`src/rtl/hs_pkg.sv`:
```
// Shared defaults and helpers for the hs_elastic_buf handshake stage.
package hs_pkg;
  localparam int HS_DATA_W = 8;
  localparam int HS_DEPTH  = 4;
  localparam int HS_STAT_W = 16;

  // Saturating increment for the 16-bit statistics counters.
  function automatic logic [HS_STAT_W-1:0] sat_inc(input logic [HS_STAT_W-1:0] v);
    return (&v) ? v : v + 1'b1;
  endfunction
endpackage

```
`src/rtl/hs_elastic_mem.sv`:
```
// DEPTH x DATA_W register file: synchronous write, asynchronous read.
module hs_elastic_mem #(
  parameter int DATA_W = 8,
  parameter int DEPTH  = 4,
  parameter int ADDR_W = $clog2(DEPTH)
) (
  input  logic              clk,
  input  logic              we,
  input  logic [ADDR_W-1:0] waddr,
  input  logic [DATA_W-1:0] wdata,
  input  logic [ADDR_W-1:0] raddr,
  output logic [DATA_W-1:0] rdata
);
  logic [DEPTH-1:0][DATA_W-1:0] mem;

  // Storage is not reset; the level counter decides what is valid.
  always_ff @(posedge clk)
    if (we) mem[waddr] <= wdata;

  assign rdata = mem[raddr];
endmodule

```
`src/rtl/hs_elastic_buf.sv`:
```
// Valid/ready elastic buffer with DEPTH entries; ready/valid come from registered state only.
// Optional statistics counters are enabled by defining HS_ELASTIC_BUF_STATS_EN.
module hs_elastic_buf
  import hs_pkg::*;
#(
  parameter int DATA_W = HS_DATA_W,
  parameter int DEPTH  = HS_DEPTH,
  parameter int CNT_W  = $clog2(DEPTH) + 1
) (
  input  logic                 clk,
  input  logic                 rst_n,
  input  logic                 flush_i,
  input  logic                 s_valid_i,
  output logic                 s_ready_o,
  input  logic [DATA_W-1:0]    s_data_i,
  output logic                 m_valid_o,
  input  logic                 m_ready_i,
  output logic [DATA_W-1:0]    m_data_o,
  output logic [CNT_W-1:0]     level_o,
  output logic [HS_STAT_W-1:0] acc_cnt_o,
  output logic [HS_STAT_W-1:0] stall_cnt_o
);
  localparam int PTR_W = $clog2(DEPTH);

  logic [PTR_W-1:0]  wr_ptr, rd_ptr;
  logic [CNT_W-1:0]  level;
  logic              out_en;
  logic              push, pop;
  logic [DATA_W-1:0] rdata;

  // out_en keeps s_ready_o low through reset and rises on the first edge after release.
  assign s_ready_o = out_en & (level != CNT_W'(DEPTH));
  assign m_valid_o = (level != '0);
  assign m_data_o  = m_valid_o ? rdata : '0;
  assign level_o   = level;
  assign push      = s_valid_i & s_ready_o;
  assign pop       = m_valid_o & m_ready_i;

  always_ff @(posedge clk or negedge rst_n) begin
    if (!rst_n) begin
      out_en <= 1'b0;
      wr_ptr <= '0;
      rd_ptr <= '0;
      level  <= '0;
    end else begin
      out_en <= 1'b1;
      if (flush_i) begin
        wr_ptr <= '0;
        rd_ptr <= '0;
        level  <= '0;
      end else begin
        if (push) wr_ptr <= wr_ptr + 1'b1;
        if (pop)  rd_ptr <= rd_ptr + 1'b1;
        case ({push, pop})
          2'b10:   level <= level + 1'b1;
          2'b01:   level <= level - 1'b1;
          default: level <= level;
        endcase
      end
    end
  end

  hs_elastic_mem #(.DATA_W(DATA_W), .DEPTH(DEPTH)) u_mem (
    .clk   (clk),
    .we    (push & ~flush_i),
    .waddr (wr_ptr),
    .wdata (s_data_i),
    .raddr (rd_ptr),
    .rdata (rdata)
  );

`ifdef HS_ELASTIC_BUF_STATS_EN
  logic [HS_STAT_W-1:0] acc_cnt, stall_cnt;

  always_ff @(posedge clk or negedge rst_n) begin
    if (!rst_n) begin
      acc_cnt   <= '0;
      stall_cnt <= '0;
    end else if (flush_i) begin
      acc_cnt   <= '0;
      stall_cnt <= '0;
    end else begin
      if (push)                   acc_cnt   <= sat_inc(acc_cnt);
      if (s_valid_i & ~s_ready_o) stall_cnt <= sat_inc(stall_cnt);
    end
  end

  assign acc_cnt_o   = acc_cnt;
  assign stall_cnt_o = stall_cnt;
`else
  assign acc_cnt_o   = '0;
  assign stall_cnt_o = '0;
`endif
endmodule
```
`config.mk`:
```
export PLATFORM = sky130hd
export DESIGN_NAME = hs_elastic_buf
export DESIGN_NICKNAME = d
export VERILOG_FILES = /design/src/rtl/hs_pkg.sv /design/src/rtl/hs_elastic_mem.sv /design/src/rtl/hs_elastic_buf.sv
export SDC_FILE = /design/constraint.sdc
export NUM_CORES = 1
export LEC_CHECK = 0
export CORE_MARGIN = 10
export CORE_UTILIZATION = 49
export CTS_BUF_LIST = sky130_fd_sc_hd__clkbuf_8
export DETAILED_ROUTE_END_ITERATION = 10
export GPL_ROUTABILITY_DRIVEN = 0
export PLACE_DENSITY_LB_ADDON = 0.25
export REMOVE_ABC_BUFFERS = 1
export SLEW_MARGIN = 20
export SYNTH_ARGS = -nofsm -noshare
export SYNTH_HDL_FRONTEND = slang
export SYNTH_SLANG_ARGS = --single-unit
```
`constraint.sdc`:
```
create_clock -name clk -period 3 [get_ports clk]
set_input_delay 0.6 -clock clk [delete_from_list [all_inputs] [get_ports clk]]
set_output_delay 0.6 -clock clk [all_outputs]
set_load 0.02 [all_outputs]
```
# Word-level counts from Yosys, hierarchy flattened
# Index checks and enable logic that the tools add are counted.
# op_classes
add_sub_neg	4
n_lt_le_gt_ge	3
n_eq_ne	3
n_mux	12
n_bitwise	5
n_reduce_logical	5
# op_table
cell	n
$bwmux 32	1
$mux 8	3
$bmux 8 s2	1
$demux 8 s2	1
$mux 2	4
$lt 2x3->1 const B	2
$pmux 3 s2	1
$reduce_bool 3->1	2
$add 2x1->2 const B	2
$and 1x1->1	4
$reduce_bool 2->1	2
$add 3x1->3 const B	1
$mux 3	1
$ne 3x3->1 const B	1
$sub 3x1->3 const B	1
$eq 2x1->1 const B	1
$eq 2x2->1 const B	1
$ge 2x1->1 const B	1
$logic_and 1x1->1	1
$not 1->1	1
# word_totals
ff_bits	40
input_bits	13
out_inout_bits	45
elab_cells	40

# Longest topological paths before layout
# logic_depth
depth_word	6
mapped_depth	9
mapped_depth_nobuf	8

# By module
# A second synthesis with hierarchy kept.
# hier_totals
cells_unflattened	130
hier_area_um2	1930.6
# by_module_without_submodules
mod	n_inst	cells_each	area_each_um2	seq_area_each_um2
hs_elastic_mem	1	46	1188.6	960.9
hs_elastic_buf	1	84	742.0	200.2

# Least setup slack after synthesis
# Ideal clock, no wire load.
# synth_timing
path_type	reg-to-reg
startpoint	register level[2], in the netlist level_o[2]
endpoint	register level[2], in the netlist level_o[2]
setup_ns	0.082
arrival_ns	2.310
required_ns	2.918
slack_ns	0.608
stages_incl_launch_ff	9
n_path_buf	1
period_less_slack_ns	2.392
cell_sequence	dfrtp_1 > or3_4 > buf_6 > nand2_1 > nor2_1 > fa_1 > or3b_1 > a21o_1 > a31oi_1
# synth_via
elab_cells_between_ends	12
classes_between	add/sub: 2; eq/ne: 3; mux: 2; bitwise: 3; reduce/logical: 2
# synth_rtl
item	line	source
start, declared	hs_elastic_buf.sv:26	logic [CNT_W-1:0] level;
start signal, assigned	hs_elastic_buf.sv:55	2'b10: level <= level + 1'b1;
start signal, assigned	hs_elastic_buf.sv:56	2'b01: level <= level - 1'b1;
start signal, assigned	hs_elastic_buf.sv:57	default: level <= level;
$reduce_bool 3->1 *	hs_elastic_buf.sv:33	assign m_valid_o = (level != '0);
net m_valid_o	hs_elastic_buf.sv:16	output logic m_valid_o,
$and 1x1->1 *	hs_elastic_buf.sv:37	assign pop = m_valid_o & m_ready_i;
$eq 2x1->1 or $eq 2x2->1 (tied branches)	hs_elastic_buf.sv:54	case ({push, pop})
$pmux 3 s2	hs_elastic_buf.sv:54	
$mux 3	hs_elastic_buf.sv:47	if (flush_i) begin
# The timed path passes the listed nets; every way through them passes the cells marked *.
# A chain may end at the register's enable or synchronous reset.

# Final worst setup path
# layout_timing
startpoint	register rd_ptr[0]
endpoint	output m_data_o[1]
# layout_via
elab_chain_len	3
# layout_lines
item	line	source
start, declared	hs_elastic_buf.sv:25	logic [PTR_W-1:0] wr_ptr, rd_ptr;
start signal, assigned	hs_elastic_buf.sv:53	if (pop) rd_ptr <= rd_ptr + 1'b1;
$bmux 8 s2	hs_elastic_mem.sv:20	assign rdata = mem[raddr];
$mux 8 (not written as such)	hs_elastic_mem.sv:20	
$mux 8	hs_elastic_buf.sv:34	assign m_data_o = m_valid_o ? rdata : '0;
end, declared	hs_elastic_buf.sv:18	output logic [DATA_W-1:0] m_data_o,
# No other way between the ends. The select of a mux whose other input is x is not followed.

==> results.cfg <==
[die]
boundaryPins = 58
rows = 23
die_area_mm2 = 0.00708
start_util_pct = 50.4
die_w_um = 84.2
dieHeight_um = 84.2
coreArea_mm2 = 0.00400

[setup_path]
endpoint_kind = output pin
path_cells = buf_4 -> mux4_2 -> and2_1 -> clkdlybuf4s50_1
cp-start-kind = flip-flop
worstPathRequired_ps = 2400
crit_buf_inv = 2
arrival_ps = 2070
slowest_stage = mux4_2
crit_family = buffers and inverters
r2r_setup_slack_ps = 550
crit_fanout = 10
r2r_cells = 7
worst-setup-path-type = reg -> out
rr_endpoint = level_o[2]
cp_num_cells = 4
cpPeakStageDelay_ps = 530
rr_startpoint = level_o[0]

[global_route]
track_usage_pct = 10.4
grt_max_degree = 15
grt_overflow = 0
grt_first_pass_wirelength_um = 5780
grt_pass1_vias = 1135
antenna_found_initial = 0

[clocking]
clock_tree.root_cell = clkbuf_8
numCtsBuffers = 5
cts_setup_buffers = 0
cts_tree = built
insertion_delay_ps = 300
htree_levels = 2
clockBufferDepth = 2
clkSinkCount = 40
clk_pin_slew_ps = 80
hold_buffers = 0
post_cts_resized = 0

[logic_synthesis]
yosysSeqAreaShare_pct = 57.6
synth_top_area_cell = edfxtp_1
synth_area_mm2 = 0.00202
yosysWarnings = 0
syn_avg_cell_area_um2 = 14.4
synth_common_cells = buf_4 (32), edfxtp_1 (32), and2_1 (12), dfrtp_1 (8), mux4_2 (8)
synthTopCellsByArea = edfxtp_1 (48%), buf_4 (12%), dfrtp_1 (9.9%), mux4_2 (8.9%), and2_1 (3.7%)
synth_cells = 140
async_flop_share_pct = 20.0
ys_ff_latch = 40
yosysUniqueCellTypes = 34
yosys_most_used_dff = edfxtp_1
synth_edf_count = 32
synth_top_area_share_pct = 47.6

[drt]
remaining_drc_errors = 0
route.vias.total = 1074
drt_iter0_markers = 41
routed_wl_um = 3640
wire_per_inst_um = 16.6
drt_pass1_iterations = 4
avgViaCountPerCell = 4.90
antenna_left = 0

[power_and_ir_drop]
power_frac_seq_pct = 42.8
p_leak_nw = 0.857
netSwitchingPower_w = 0.000446
clkPwrFrac_pct = 29.4
p_comb_share_pct = 27.8
switching_share_pct = 29.5
max-vdd-ir-drop_v = 0.000332
power_density_mw_per_mm2 = 655
internal_power_w = 0.00106

[worst_hold_path]
hp-class = in -> async

[placement]
io_buffers = 25
pre_cts_slack_ps = 163
dp_hpwl_um = 2690

[finish]
drive_gt1_share_pct = 14.2
n_antenna_cell = 0
fin_nets = 186
syn_to_final_growth_pct = 14.3

[sta]
setup_viol = 0
drv_slew = 0
finalCritPeriodShare_pct = 89.2
tns_ps = 0
finalHoldViolations = 0
rsz0062_at_grt = false
fin_crit_ps = 2670
setup_slack_ps = 325
finClkSkew_ps = 3.69
fmax_mhz = 374

[run_status]
status = finished, final reports clean

[flow_run]
max_cap_viol_count = 0
## state kept, by name (all words and copies together), names as in the netlist
register / flops
wr_ptr: 2
out_en: 1
rd_ptr: 2
level_o: 3
u_mem.mem: 32
## metrics by stage
stage | std cells | utilization (%) | hold WS [ps] | area (µm²) | power (W)
CTS | 219 | 57.6 | 592 | 2300 | 0.00152
global placement | 211 | 54.7 | 575 | 2190 | 0.00107
detailed placement | 211 | 54.7 | 614 | 2190 | 0.00108
finish | 219 | 57.6 | 588 | 2300 | 0.00151
global route | 219 | 57.6 | 596 | 2300 | 0.00158
floorplan | 135 | - | 304 | 1870 | 0.000915
## cell usage in the layout (no fill, tap or decap), drive strengths merged
cell type,instances
a21boi,1
a21o,1
a21oi,1
a2bb2oi,1
a31oi,1
and2,12
buf,1
bufinv,1
clkbuf,5
clkdlybuf4s50,25
clkinvlp,1
conb,33
dfrtp,8
edfxtp,32
fa,1
ha,4
inv,3
mux2,1
mux2i,2
mux4,8
nand2,3
nand2b,2
nand3,3
nand4,1
nand4b,1
nor2,7
nor2b,3
o21ai,2
or3,1
or3b,1
xnor2,1
xor2,2
## cell families after synthesis
logic type | share of synthesized area [%]
AO/OA/AOI/OAI | 3.29
XOR/XNOR | 1.30
adder cells (fa/ha/maj) | 3.47
buffers and inverters | 13.5
flip-flops | 57.6
multiplexers | 10.7
other | 0.372
AND/OR/NAND/NOR | 9.86
## worst max path at each step
stage / start / end / slack [ps]
3_3_place_gp: s_valid_i / level_o[2] / 280
2_1_floorplan: level_o[2] / level_o[2] / 660
6_report: rd_ptr[0] / m_data_o[1] / 330
5_1_grt: rd_ptr[0] / m_data_o[0] / 220
3_5_place_dp: s_valid_i / level_o[2] / 160
4_1_cts: rd_ptr[0] / m_data_o[1] / 300
## cell type report
cell class | count | area (µm²)
Clock inverter | 3 | 46.3
Clock buffer | 5 | 68.8
Timing Repair Buffer | 26 | 258
Tap cell | 50 | 62.6
Fill cell | 319 | 1700
Inverter | 2 | 7.51
Multi-Input combinational cell | 93 | 701
Sequential cell | 40 | 1160
## power by group through the flow
| stage | clock network (W) | registers, W | logic (W) |
|---|---|---|---|
| 5_1_grt | 0.000475 | 0.000651 | 0.000451 |
| 3_3_place_gp | 0 | 0.000657 | 0.000417 |
| 3_5_place_dp | 0 | 0.000659 | 0.000421 |
| 6_report | 0.000444 | 0.000646 | 0.000419 |
| 4_1_cts | 0.000455 | 0.000646 | 0.000423 |
| 2_1_floorplan | 0 | 0.000676 | 0.000238 |
## routing by layer
metal | vias up | track usage, % | wire length (µm)
li1 | 485 | - | -
met1 | 525 | 10.7 | 1380
met2 | 55 | 16.3 | 1740
met3 | 9 | 6.67 | 438
met4 | 0 | 4.87 | 80
met5 | - | 0 | 0
(Power assumes the default switching activity.)
